--- src/rtl/fc_seq_ctrl.sv ---
// fc_seq_ctrl: runs NUM_STAGES datapath stages back to back, with a per-stage WAIT timeout.
// Define FC_SEQ_PERF_EN to build the pass-cycle counter behind pass_cycles_o.
module fc_seq_ctrl #(
   parameter int unsigned NUM_STAGES     = 3,
   parameter int unsigned TIMEOUT_CYCLES = 4096,
   parameter int unsigned STG_W          = 2
) (
   input  logic                  clk_i,
   input  logic                  rst_i,
   input  logic                  start_i,
   input  logic                  abort_i,
   input  logic                  clear_i,
   input  logic [NUM_STAGES-1:0] stage_done_i,
   output logic [NUM_STAGES-1:0] stage_start_o,
   output logic [STG_W-1:0]      stage_idx_o,
   output logic                  busy_o,
   output logic                  done_o,
   output logic                  error_o,
   output logic [STG_W-1:0]      err_stage_o,
   output logic [31:0]           pass_cycles_o
);

   localparam int unsigned WCNT_W = (TIMEOUT_CYCLES > 1) ? $clog2(TIMEOUT_CYCLES) : 1;
   localparam logic [STG_W-1:0]  LAST_STG  = STG_W'(NUM_STAGES - 1);
   localparam logic [WCNT_W-1:0] WAIT_LAST = WCNT_W'(TIMEOUT_CYCLES - 1);

   typedef enum logic [2:0] {
      S_IDLE,
      S_ISSUE,
      S_WAIT,
      S_FINISH,
      S_ERROR
   } state_t;

   state_t                state_q;
   logic [STG_W-1:0]      stage_q;
   logic [STG_W-1:0]      stage_d;
   logic [STG_W-1:0]      err_stage_q;
   logic [WCNT_W-1:0]     wait_q;
   logic [NUM_STAGES-1:0] stage_start_q;
   logic                  done_q;
   logic                  error_q;
   logic                  active_done;

   assign stage_d     = stage_q + STG_W'(1);
   assign active_done = stage_done_i[stage_q];

   always_ff @(posedge clk_i or posedge rst_i) begin
      if (rst_i) begin
         state_q       <= S_IDLE;
         stage_q       <= '0;
         wait_q        <= '0;
         stage_start_q <= '0;
         done_q        <= 1'b0;
         error_q       <= 1'b0;
         err_stage_q   <= '0;
      end else begin
         stage_start_q <= '0;
         done_q        <= 1'b0;
         unique case (state_q)
            S_IDLE: begin
               if (start_i) begin
                  state_q       <= S_ISSUE;
                  stage_q       <= '0;
                  stage_start_q <= NUM_STAGES'(1);
               end
            end
            S_ISSUE: begin
               if (abort_i) begin
                  state_q <= S_IDLE;
                  stage_q <= '0;
               end else begin
                  state_q <= S_WAIT;
                  wait_q  <= '0;
               end
            end
            S_WAIT: begin
               // abort beats done, done beats timeout
               if (abort_i) begin
                  state_q <= S_IDLE;
                  stage_q <= '0;
               end else if (active_done) begin
                  if (stage_q == LAST_STG) begin
                     state_q <= S_FINISH;
                     done_q  <= 1'b1;
                  end else begin
                     state_q       <= S_ISSUE;
                     stage_q       <= stage_d;
                     stage_start_q <= NUM_STAGES'(1) << stage_d;
                  end
               end else if (wait_q == WAIT_LAST) begin
                  state_q     <= S_ERROR;
                  error_q     <= 1'b1;
                  err_stage_q <= stage_q;
               end else begin
                  wait_q <= wait_q + WCNT_W'(1);
               end
            end
            S_FINISH: begin
               state_q <= S_IDLE;
               stage_q <= '0;
            end
            S_ERROR: begin
               if (clear_i) begin
                  state_q     <= S_IDLE;
                  stage_q     <= '0;
                  error_q     <= 1'b0;
                  err_stage_q <= '0;
               end
            end
            default: begin
               state_q <= S_IDLE;
               stage_q <= '0;
            end
         endcase
      end
   end

   assign busy_o        = (state_q == S_ISSUE) || (state_q == S_WAIT) || (state_q == S_FINISH);
   assign stage_start_o = stage_start_q;
   assign stage_idx_o   = stage_q;
   assign done_o        = done_q;
   assign error_o       = error_q;
   assign err_stage_o   = err_stage_q;

`ifdef FC_SEQ_PERF_EN
   logic [31:0] perf_q;
   logic [31:0] perf_inc;
   logic [31:0] pass_cycles_q;

   assign perf_inc = (perf_q == '1) ? perf_q : perf_q + 32'd1;

   // perf_q holds the busy cycles already elapsed, so it reads 0 during stage-0 ISSUE
   // and the FINISH cycle itself is added when the result is captured.
   always_ff @(posedge clk_i or posedge rst_i) begin
      if (rst_i) begin
         perf_q        <= '0;
         pass_cycles_q <= '0;
      end else begin
         if ((state_q == S_IDLE) && start_i) begin
            perf_q <= '0;
         end else if (busy_o) begin
            perf_q <= perf_inc;
         end
         if ((state_q == S_FINISH) && !abort_i) begin
            pass_cycles_q <= perf_inc;
         end
      end
   end

   assign pass_cycles_o = pass_cycles_q;
`else
   assign pass_cycles_o = '0;
`endif

endmodule

--- config.mk ---
export PLATFORM = sky130hd
export DESIGN_NAME = fc_seq_ctrl
export DESIGN_NICKNAME = d
export VERILOG_FILES = /design/src/rtl/fc_seq_ctrl.sv
export SDC_FILE = /design/constraint.sdc
export NUM_CORES = 1
export LEC_CHECK = 0
export ABC_AREA = 1
export CAP_MARGIN = 15
export CORE_MARGIN = 10
export CORE_UTILIZATION = 43
export DETAILED_ROUTE_END_ITERATION = 16
export GPL_TIMING_DRIVEN = 0
export PLACE_DENSITY = 0.8
export SLEW_MARGIN = 20
export SYNTH_ARGS = -nofsm -noshare
export SYNTH_HDL_FRONTEND = slang
export SYNTH_SLANG_ARGS = --single-unit
--- constraint.sdc ---
create_clock -name clk_i -period 1.4 [get_ports clk_i]
set_clock_uncertainty 0.05 [all_clocks]
set_input_delay 0.14 -clock clk_i [delete_from_list [all_inputs] [get_ports clk_i]]
set_output_delay 0.14 -clock clk_i [all_outputs]
set_load 0.005 [all_outputs]
==> summary.txt <==
Status = finished with violations
Failing checks = setup timing
Lkg Pwr = 1.29 nW
RSZ-0062 raised after global routing = yes
Clock power frac = 17.3%
Most frequent cell after synthesis = nand2_1
CTS max path bufs = 2
Ys flop type = dfrtp_1
Fin nets = 322
Most Crowded Layer GR = met2
Hold Violations, Final = 0
Total power draw = 2.35 mW
Period minus WS final = 1.49 ns
Drt pass-1 iters = 4
Clock tree from TritonCTS = done
HPWL after detailed placement = 2780 µm
Final instance area = 2340 µm²
Area Growth Syn to Fin = 37.7%
Share of cells above drive strength 1 = 33.6%
Die height = 82.9 µm
Area leader, netlist = dfrtp_1
WP data required = 1.56 ns
Critical path arrival = 1.65 ns
Die area = 6870 µm²
CTS Buf Count = 3
Final Max Slew Viols = 0
Final setup viols = 16
Pint = 1.47 mW
Starting Density = 45.5%
GR Util met3 = 2.54%
Gpl congestion = 0.830
CP Capture Type = flop
Distinct cells, synth = 19
Std cell rows = 22
Clock slew at reported path FFs = 0.08 ns
WS Path Type = flop to flop
Yosys top cell area share = 35.3%
Top cells by count, synth = nand2_1 (85), buf_4 (33), inv_1 (26)
Die W = 82.9 µm
Relative slew slack = 37.5%
Max capacitance violation total = 0
GR met2 Demand/Resource = 21.1%
Setup WS post-layout = -0.0879 ns
GRT Total Usage = 11.1%
H-tree Lvls = 1
Ys Warns = 0
Fillers = 326
Vias in the first global route = 1644
Startpoint Class = flop
I/O pin count = 50
Placement Setup Slack = -0.172 ns
Sw Ratio = 37.5%
Placed cells = 335
Cells after synthesis = 239
DR vias/cell = 4.48
WL final = 4050 µm
Cts hold-fix bufs = 0
Residual DRC count = 0
Synth top area cells = dfrtp_1 (35%), nand2_1 (19%), buf_4 (15%)
Finished Layout Cells = 355
Worst vdd ir = 444 µV
Root buf cell = clkbuf_8
DR vias = 1592
Pwr dens = 1000 nW/µm²
Register area share after synthesis = 35.3%
Iteration-0 DRC Markers = 68
Syn Area/Cell = 7.12 µm²
FFs w/ async S/R, synth = 100%
First-pass GRT wire length = 6740 µm
WL/cell = 11.4 µm
Initial antenna violation count = 0
Routed Antenna Nets = 0
Comb power frac = 45.2%
Fin crit share = 106%
Worst Hold Class = input pin to async pin
Total gr overflow = 0
Core area = 3740 µm²
Pin count of the biggest net entering global routing = 25
Worst-margin pin slew = 0.937 ns
Placed inst area = 2050 µm²
Post-Syn Area = 1700 µm²
Post-synth EDFFs = 0
Max frequency = 0.672 GHz
Seq pwr share = 37.5%
Synthesis-stage register bit count = 24
Net switching power = 883 µW
Met1 usage = 11.2%
ANT cells = 0
Clk sinks = 24
Buffers on Ports = 17
Worst-Skew Late Latency = 0.27 ns
Largest fanout on the critical path = 5
critical path: stages (launching register included):
cell and delay, ns:
dfrtp_1 0.37, ha_2 0.19, nand2_2 0.07, nor2_4 0.18
nand4_1 0.17, nand2_2 0.15, buf_6 0.14, nand2_1 0.05
nand2_1 0.05
cell usage in the layout, fill, tap and decap left out, drive strengths merged, types with 2 or more instances in the layout:
cell	count
nand2	90
buf	51
conb	32
inv	29
dfrtp	24
nor2	24
nand3	15
clkdlybuf4s50	14
nand4	8
ha	5
xnor2	4
clkbuf	4
o21ai	3
dlygate4sd2	2
metal layers:
| metal | vias to the layer above | wire [µm] |
|---|---|---|
| met5 | - | 0 |
| met4 | 0 | 121 |
| met3 | 13 | 221 |
| met2 | 49 | 2200 |
| met1 | 724 | 1510 |
| li1 | 806 | - |
stage by stage:
| step | TNS (ns) | hold WS, ns | util (%) |
|---|---|---|---|
| after global routing | -2.12 | 0.418 | 62.6 |
| after global placement | -2.43 | 0.411 | 54.7 |
| final | -0.966 | 0.325 | 62.6 |
| after detailed placement | -2.63 | 0.413 | 54.7 |
| after CTS | -0.0931 | 0.369 | 60.5 |
| after floorplan | 0 | 0.105 | - |
power by group through the flow:
stage               Sequential (mW)  Combinational, mW  Clock [mW]
floorplan                     0.876              0.529           0
global placement              0.881              0.771           0
detailed placement            0.886              0.792           0
CTS                           0.883              0.934       0.412
global route                  0.892               1.18       0.438
finish                        0.883               1.06       0.407
cell type report:
class                           count  area (µm²)  area share [%]
Sequential cell                    24         607            25.9
Timing Repair Buffer               34         298            12.7
Tap cell                           48        60.1            2.56
Buffer                             34         259            11.1
Inverter                           29         114            4.86
Clock buffer                        3        41.3            1.76
Multi-Input combinational cell    183         965            41.2
registers in the layout (all words and copies together) (netlist names):
register       count
error_o            1
state_q            3
done_o             1
stage_idx_o        2
wait_q            12
err_stage_o        2
stage_start_o      3
path summary, 6_finish.rpt:
kind / start / end / slack [ns] / depth (start not counted)
worst max-delay path: wait_q[0] / wait_q[11] / -0.09 / 8
worst min-delay path: rst_i / wait_q[0] / 0.33 / 2
worst max register to register: wait_q[0] / wait_q[11] / -0.09 / 8
worst min register to register: error_o / error_o / 0.43 / 2
max in group asynchronous: rst_i / state_q[2] / 0.33 / 2
min in group clk_i: start_i / stage_start_o[0] / 0.41 / 3
kinds of logic after synthesis:
family,Yosys count,synth area share [%]
AOI/OAI and AO/OA,3,0.882
xor gates and xnor gates,5,2.57
other,1,0.220
DFF,24,35.3
buffers and inverters,63,21.6
and+or+nand+nor,138,35.7
adders and majority gates,5,3.68
what timing repair did:
| item | in CTS | in global routing |
|---|---|---|
| resized for setup | 29 | 23 |
| setup buffers | 13 | 3 |
| gates cloned | 1 | 0 |
| hold endpoints to repair | 0 | 0 |
| pin swaps | 11 | 12 |
| endpoints found under the setup margin | 23 | 22 |
Note: power is estimated with default switching activity, not from simulation.
==> edit 1 (same settings) <==
Add a define of `FC_SEQ_PERF_EN`.
--- a/src/rtl/fc_seq_ctrl.sv
+++ b/src/rtl/fc_seq_ctrl.sv
@@ -1,5 +1,7 @@
 // fc_seq_ctrl: runs NUM_STAGES datapath stages back to back, with a per-stage WAIT timeout.
 // Define FC_SEQ_PERF_EN to build the pass-cycle counter behind pass_cycles_o.
+`define FC_SEQ_PERF_EN
+
 module fc_seq_ctrl #(
    parameter int unsigned NUM_STAGES     = 3,
    parameter int unsigned TIMEOUT_CYCLES = 4096,
Function: changed (Yosys sat finds a counterexample within 10 cycles, from zero or initial values and one cycle with rst_i high).
==> edit 1 against the unedited design <==
  * The flow still finishes with violations (setup timing)
  * Design area rose to 3.1 times the old value
  * Sequential cell count up 64
  * Worst setup slack worse by 0.34 ns
  * Area after synthesis rose to 2.9 times the old value
  * Total power rose to 3.9 times the old value
  * Routed wire length rose to 4.0 times the old value
  * Combinational power rose to 3.2 times the old value
  * Die area up 130%
  * Critical path depth up 2
  * Critical path type unchanged
  * Highest routed layer unchanged
==> edit 1: results (changes against the unedited design) <==
<table>
<tr><th>Metric</th><th>Value</th></tr>
<tr><th colspan="2">Timing</th></tr>
<tr><td>Number of endpoints failing setup at the final stage</td><td>89 (was 16)</td></tr>
<tr><td>Final worst setup slack</td><td>-0.427 ns (was -0.0879 ns)</td></tr>
<tr><td>Post-Route Setup TNS</td><td>-25.67 ns (was -0.966 ns)</td></tr>
<tr><th colspan="2">Drt</th></tr>
<tr><td>Total wirelength of the detailed-routed design</td><td>16.3 mm (was 4.05 mm)</td></tr>
<tr><td>Initial DRT Pass Iterations</td><td>5 (was 4)</td></tr>
<tr><th colspan="2">Placed design</th></tr>
<tr><td>Post-DP HPWL</td><td>9.97 mm (was 2.78 mm)</td></tr>
<tr><td>Global placer's final weighted congestion</td><td>0.940 (was 0.830)</td></tr>
<tr><td>Count of buffers from port buffering</td><td>49 (was 17)</td></tr>
<tr><th colspan="2">Status</th></tr>
<tr><td>Run status</td><td>finished with violations (unchanged)</td></tr>
<tr><td>Violated checks</td><td>setup timing (unchanged)</td></tr>
<tr><th colspan="2">Worst setup path</th></tr>
<tr><td>Endpoint arrival time on the critical path</td><td>2.01 ns (was 1.65 ns)</td></tr>
<tr><th colspan="2">Global route</th></tr>
<tr><td>Wire length of the first global-routing pass</td><td>25.1 mm (was 6.74 mm)</td></tr>
<tr><td>Maximum number of pins on one net before global-route repair</td><td>30 (was 25)</td></tr>
<tr><td>Vias in the first global route</td><td>5054 (was 1644)</td></tr>
<tr><th colspan="2">Clock network</th></tr>
<tr><td>Cts bufs inserted</td><td>9 (was 3)</td></tr>
<tr><th colspan="2">Layout</th></tr>
<tr><td>Filler Cell Count</td><td>852 (was 326)</td></tr>
<tr><td>Fraction of final layout cells with drive strength greater than 1</td><td>0.304 (was 0.336)</td></tr>
<tr><th colspan="2">Logic synthesis</th></tr>
<tr><td>Top cells by area in the synthesized netlist</td><td>sky130_fd_sc_hd__dfrtp_1, sky130_fd_sc_hd__nand2_1, sky130_fd_sc_hd__nand3_1 (was sky130_fd_sc_hd__dfrtp_1, sky130_fd_sc_hd__nand2_1, sky130_fd_sc_hd__buf_4)</td></tr>
<tr><td>Top post-synthesis cells by count</td><td>sky130_fd_sc_hd__nand2_1, sky130_fd_sc_hd__dfrtp_1, sky130_fd_sc_hd__nor2_1, sky130_fd_sc_hd__inv_1, sky130_fd_sc_hd__nand3_1 (was sky130_fd_sc_hd__nand2_1, sky130_fd_sc_hd__buf_4, sky130_fd_sc_hd__inv_1, sky130_fd_sc_hd__dfrtp_1, sky130_fd_sc_hd__nor2_1)</td></tr>
<tr><td>Number of unique standard cell types used by synthesis</td><td>30 (was 19)</td></tr>
</table>
-- edit 1: cell count changes after synthesis, moves of 7 or more --
cell	unedited run	this run
sky130_fd_sc_hd__buf_2	0	7
sky130_fd_sc_hd__buf_4	33	1
sky130_fd_sc_hd__dfrtp_1	24	88
sky130_fd_sc_hd__inv_1	26	69
sky130_fd_sc_hd__nand2_1	85	340
sky130_fd_sc_hd__nand3_1	11	64
sky130_fd_sc_hd__nor2_1	19	77
sky130_fd_sc_hd__o21ai_0	3	26
-- edit 1: cells by family (layout without fill, tap and decap cells) --
logic type,Yosys count,after routing,synth area share
adders and majority gates,6,6,0.0153
buffers and inverters,85,207,0.0721
and+or+nand+nor,499,499,0.415
AOI/OAI and AO/OA,37,37,0.0400
DFF,88,88,0.448
xor gates and xnor gates,5,5,0.00892
-- edit 1: report_power, final --
part,leakage (nW),internal (mW),switching [mW]
Combinational,2.53,1.43,1.91
Sequential,1.20,2.89,0.264
Clock,0.159,1.62,1.04
-- edit 1: layer usage --
layer,vias up,global-route usage,share of wire
met3,39,0.0475,0.083
met4,0,0.0529,0.028
met5,-,0,0
li1,2479,-,-
met1,2445,0.230,0.39
met2,225,0.317,0.50
-- edit 1: per-stage QoR --
| step | instances | total power, mW |
|---|---|---|
| after floorplan | 720 | 4.38 |
| after global placement | 909 | 5.37 |
| after detailed placement | 912 | 5.43 |
| after CTS | 964 | 8.71 |
| after global routing | 982 | 9.58 |
| final | 982 | 9.16 |
-- edit 1: path summary, 6_finish.rpt --
check | start | to | slack (ns) | cells after the start
max reg2reg | perf_q[24] | pass_cycles_o[1] | -0.43 | 10
min reg2reg | pass_cycles_o[31] | pass_cycles_o[31] | 0.41 | 2
min in group clk_i | pass_cycles_o[31] | pass_cycles_o[31] | 0.41 | 2
max | perf_q[24] | pass_cycles_o[1] | -0.43 | 10
max in group asynchronous | rst_i | perf_q[23] | 0.59 | 4
min | rst_i | stage_start_o[2] | 0.06 | 2
-- edit 1: what timing repair did --
| item | 4_1_cts | 5_1_grt |
|---|---|---|
| gates resized for setup | 122 | 133 |
| pin swaps | 28 | 41 |
| hold buffers | 0 | 0 |
| gates cloned | 2 | 1 |
| setup endpoints to repair | 115 | 103 |
| setup buffers | 34 | 18 |
-- edit 1: area by class of cell --
| class | count | area [µm²] | share of cell area |
|---|---|---|---|
| clock inverter | 6 | 90.1 | 0.0124 |
| inverter | 70 | 268 | 0.0369 |
| tap | 140 | 175 | 0.0241 |
| buffer | 14 | 144 | 0.0198 |
| sequential | 88 | 2210 | 0.305 |
| clock buffer | 10 | 239 | 0.0329 |
| multi-input combinational | 547 | 3080 | 0.424 |
| timing repair buffer | 107 | 1050 | 0.144 |
==> edit 2 (same flow settings) <==
Made on the original files. The 5 states of `state_t` get a one-hot encoding in 5 bits.
--- a/src/rtl/fc_seq_ctrl.sv
+++ b/src/rtl/fc_seq_ctrl.sv
@@ -24,12 +24,12 @@
    localparam logic [STG_W-1:0]  LAST_STG  = STG_W'(NUM_STAGES - 1);
    localparam logic [WCNT_W-1:0] WAIT_LAST = WCNT_W'(TIMEOUT_CYCLES - 1);
 
-   typedef enum logic [2:0] {
-      S_IDLE,
-      S_ISSUE,
-      S_WAIT,
-      S_FINISH,
-      S_ERROR
+   typedef enum logic [4:0] {
+      S_IDLE   = 5'b00001,
+      S_ISSUE  = 5'b00010,
+      S_WAIT   = 5'b00100,
+      S_FINISH = 5'b01000,
+      S_ERROR  = 5'b10000
    } state_t;
 
    state_t                state_q;
Behaviour: same outputs for any inputs over 10 cycles, from zero or initial values and one cycle with rst_i high; not proved beyond that.
==> edit 2 against the unedited design <==
  * The run still ends with setup timing left
  * First-iteration DRC count grew to 3.1 times the old value
  * Design area is 13% higher
  * Total power grew 19%
  * Area after synthesis grew 6.2%
  * Sequential share of layout area fell by 1.2 points
  * Final cell count increased by 2.3%
  * Die area is 4.7% higher
  * Worst setup slack worse by 0.19 ns
  * Worst hold slack worse by 0.12 ns
  * Sequential cell count increased by 2
  * Critical path depth down 1
  * Routed wire length up 30%
  * Non-clock buffer count up 4
  * Critical path type unchanged
  * Highest routed layer unchanged
==> edit 2: results (changes against the unedited design) <==
<table>
<tr><th>Metric</th><th>Value</th></tr>
<tr><th colspan="2">Status</th></tr>
<tr><td>Run status</td><td>finished with violations (unchanged)</td></tr>
<tr><td>Violated checks</td><td>setup timing (unchanged)</td></tr>
<tr><th colspan="2">Timing</th></tr>
<tr><td>Final worst setup slack</td><td>-0.280 ns (was -0.0879 ns)</td></tr>
<tr><td>Post-Route Setup TNS</td><td>-3.55 ns (was -0.966 ns)</td></tr>
<tr><td>Number of endpoints failing setup at the final stage</td><td>27 (was 16)</td></tr>
<tr><th colspan="2">Logic synthesis</th></tr>
<tr><td>Sequential area share after synthesis</td><td>0.361 (was 0.353)</td></tr>
<tr><td>Number of unique standard cell types used by synthesis</td><td>28 (was 19)</td></tr>
<tr><td>Top post-synthesis cells by count</td><td>sky130_fd_sc_hd__nand2_1, sky130_fd_sc_hd__buf_4, sky130_fd_sc_hd__inv_1, sky130_fd_sc_hd__dfrtp_1, sky130_fd_sc_hd__nor2_1 (unchanged)</td></tr>
<tr><td>Post-Synth Adder-Cell Area</td><td>0.0346 (was 0.0368)</td></tr>
<tr><td>Instance count of the mapped netlist</td><td>240 (was 239)</td></tr>
<tr><th colspan="2">Placed design</th></tr>
<tr><td>Number of cells after detailed placement</td><td>338 (was 335)</td></tr>
<tr><td>Global placer's final weighted congestion</td><td>0.911 (was 0.830)</td></tr>
<tr><td>Post-DP HPWL</td><td>2.89 mm (was 2.78 mm)</td></tr>
<tr><td>Area after detailed placement</td><td>2180 µm² (was 2050 µm²)</td></tr>
<tr><th colspan="2">Drt</th></tr>
<tr><td>Post-detailed-route wirelength per cell</td><td>14.6 µm (was 11.4 µm)</td></tr>
<tr><td>DRC violation total after the first TritonRoute iteration</td><td>210 (was 68)</td></tr>
<tr><td>Vias per Instance</td><td>4.91 (was 4.48)</td></tr>
<tr><td>Initial DRT Pass Iterations</td><td>5 (was 4)</td></tr>
<tr><th colspan="2">Layout</th></tr>
<tr><td>Filler Cell Count</td><td>292 (was 326)</td></tr>
<tr><td>Fraction of final layout cells with drive strength greater than 1</td><td>0.403 (was 0.336)</td></tr>
<tr><td># nets final</td><td>327 (was 322)</td></tr>
<tr><th colspan="2">Pwr</th></tr>
<tr><td>Part of the power in registers</td><td>0.353 (was 0.375)</td></tr>
<tr><td>LEAKAGE</td><td>1.37 nW (was 1.29 nW)</td></tr>
<tr><td>Total power after layout</td><td>2.80 mW (was 2.35 mW)</td></tr>
<tr><th colspan="2">Global route</th></tr>
<tr><td>Global routing usage on met3</td><td>0.0335 (was 0.0254)</td></tr>
<tr><td>Wire length of the first global-routing pass</td><td>7.44 mm (was 6.74 mm)</td></tr>
<tr><td>Global-route met1 utilization</td><td>0.139 (was 0.112)</td></tr>
<tr><td>Global-route usage over all layers</td><td>0.121 (was 0.111)</td></tr>
<tr><td>Met2 track utilization from global routing</td><td>0.206 (was 0.211)</td></tr>
<tr><th colspan="2">Worst setup path</th></tr>
<tr><td>Endpoint arrival time on the critical path</td><td>1.81 ns (was 1.65 ns)</td></tr>
<tr><td>Max Fanout on Critical Path</td><td>6 (was 5)</td></tr>
</table>
-- edit 2: changes by cell type after synthesis, moves of 3 or more --
cell                       unedited run  this run
sky130_fd_sc_hd__xnor2_1              4         1
sky130_fd_sc_hd__o21ai_0              3         7
sky130_fd_sc_hd__nor2_1              19        25
sky130_fd_sc_hd__nand3b_1             0         3
sky130_fd_sc_hd__nand4_1              8         4
sky130_fd_sc_hd__nor2_2               4         0
sky130_fd_sc_hd__nand3_1             11        23
sky130_fd_sc_hd__xor2_1               1         5
sky130_fd_sc_hd__inv_2                3         0
sky130_fd_sc_hd__nand2_2              5         1
sky130_fd_sc_hd__nand3_2              4         0
sky130_fd_sc_hd__nand2_1             85        62
-- edit 2: final timing paths --
check	endpoint	slack (ns)	start	cells past startpoint
setup / recovery	err_stage_o[0]	-0.28	wait_q[5]	7
hold / removal	error_o	0.21	rst_i	2
setup reg to reg	err_stage_o[0]	-0.28	wait_q[5]	7
hold reg to reg	error_o	0.46	error_o	2
max in group asynchronous	stage_idx_o[1]	0.62	rst_i	2
min in group clk_i	stage_start_o[0]	0.43	start_i	3
-- edit 2: final cells by class --
| class | count | area (µm²) | share of cell area |
|---|---|---|---|
| tap | 50 | 62.6 | 0.0236 |
| sequential | 26 | 656 | 0.247 |
| multi-input combinational | 184 | 1150 | 0.435 |
| buffer | 34 | 259 | 0.0976 |
| inverter | 27 | 101 | 0.0382 |
| clock buffer | 3 | 41.3 | 0.0156 |
| clock inverter | 1 | 30.0 | 0.0113 |
| timing repair buffer | 38 | 350 | 0.132 |
-- edit 2: layer usage --
metal / vias up / routed length, µm / share of wire
met2: 136 / 2640 / 0.50
met4: 0 / 163 / 0.031
met1: 782 / 1940 / 0.37
met5: - / 0 / 0
met3: 28 / 540 / 0.10
li1: 837 / - / -
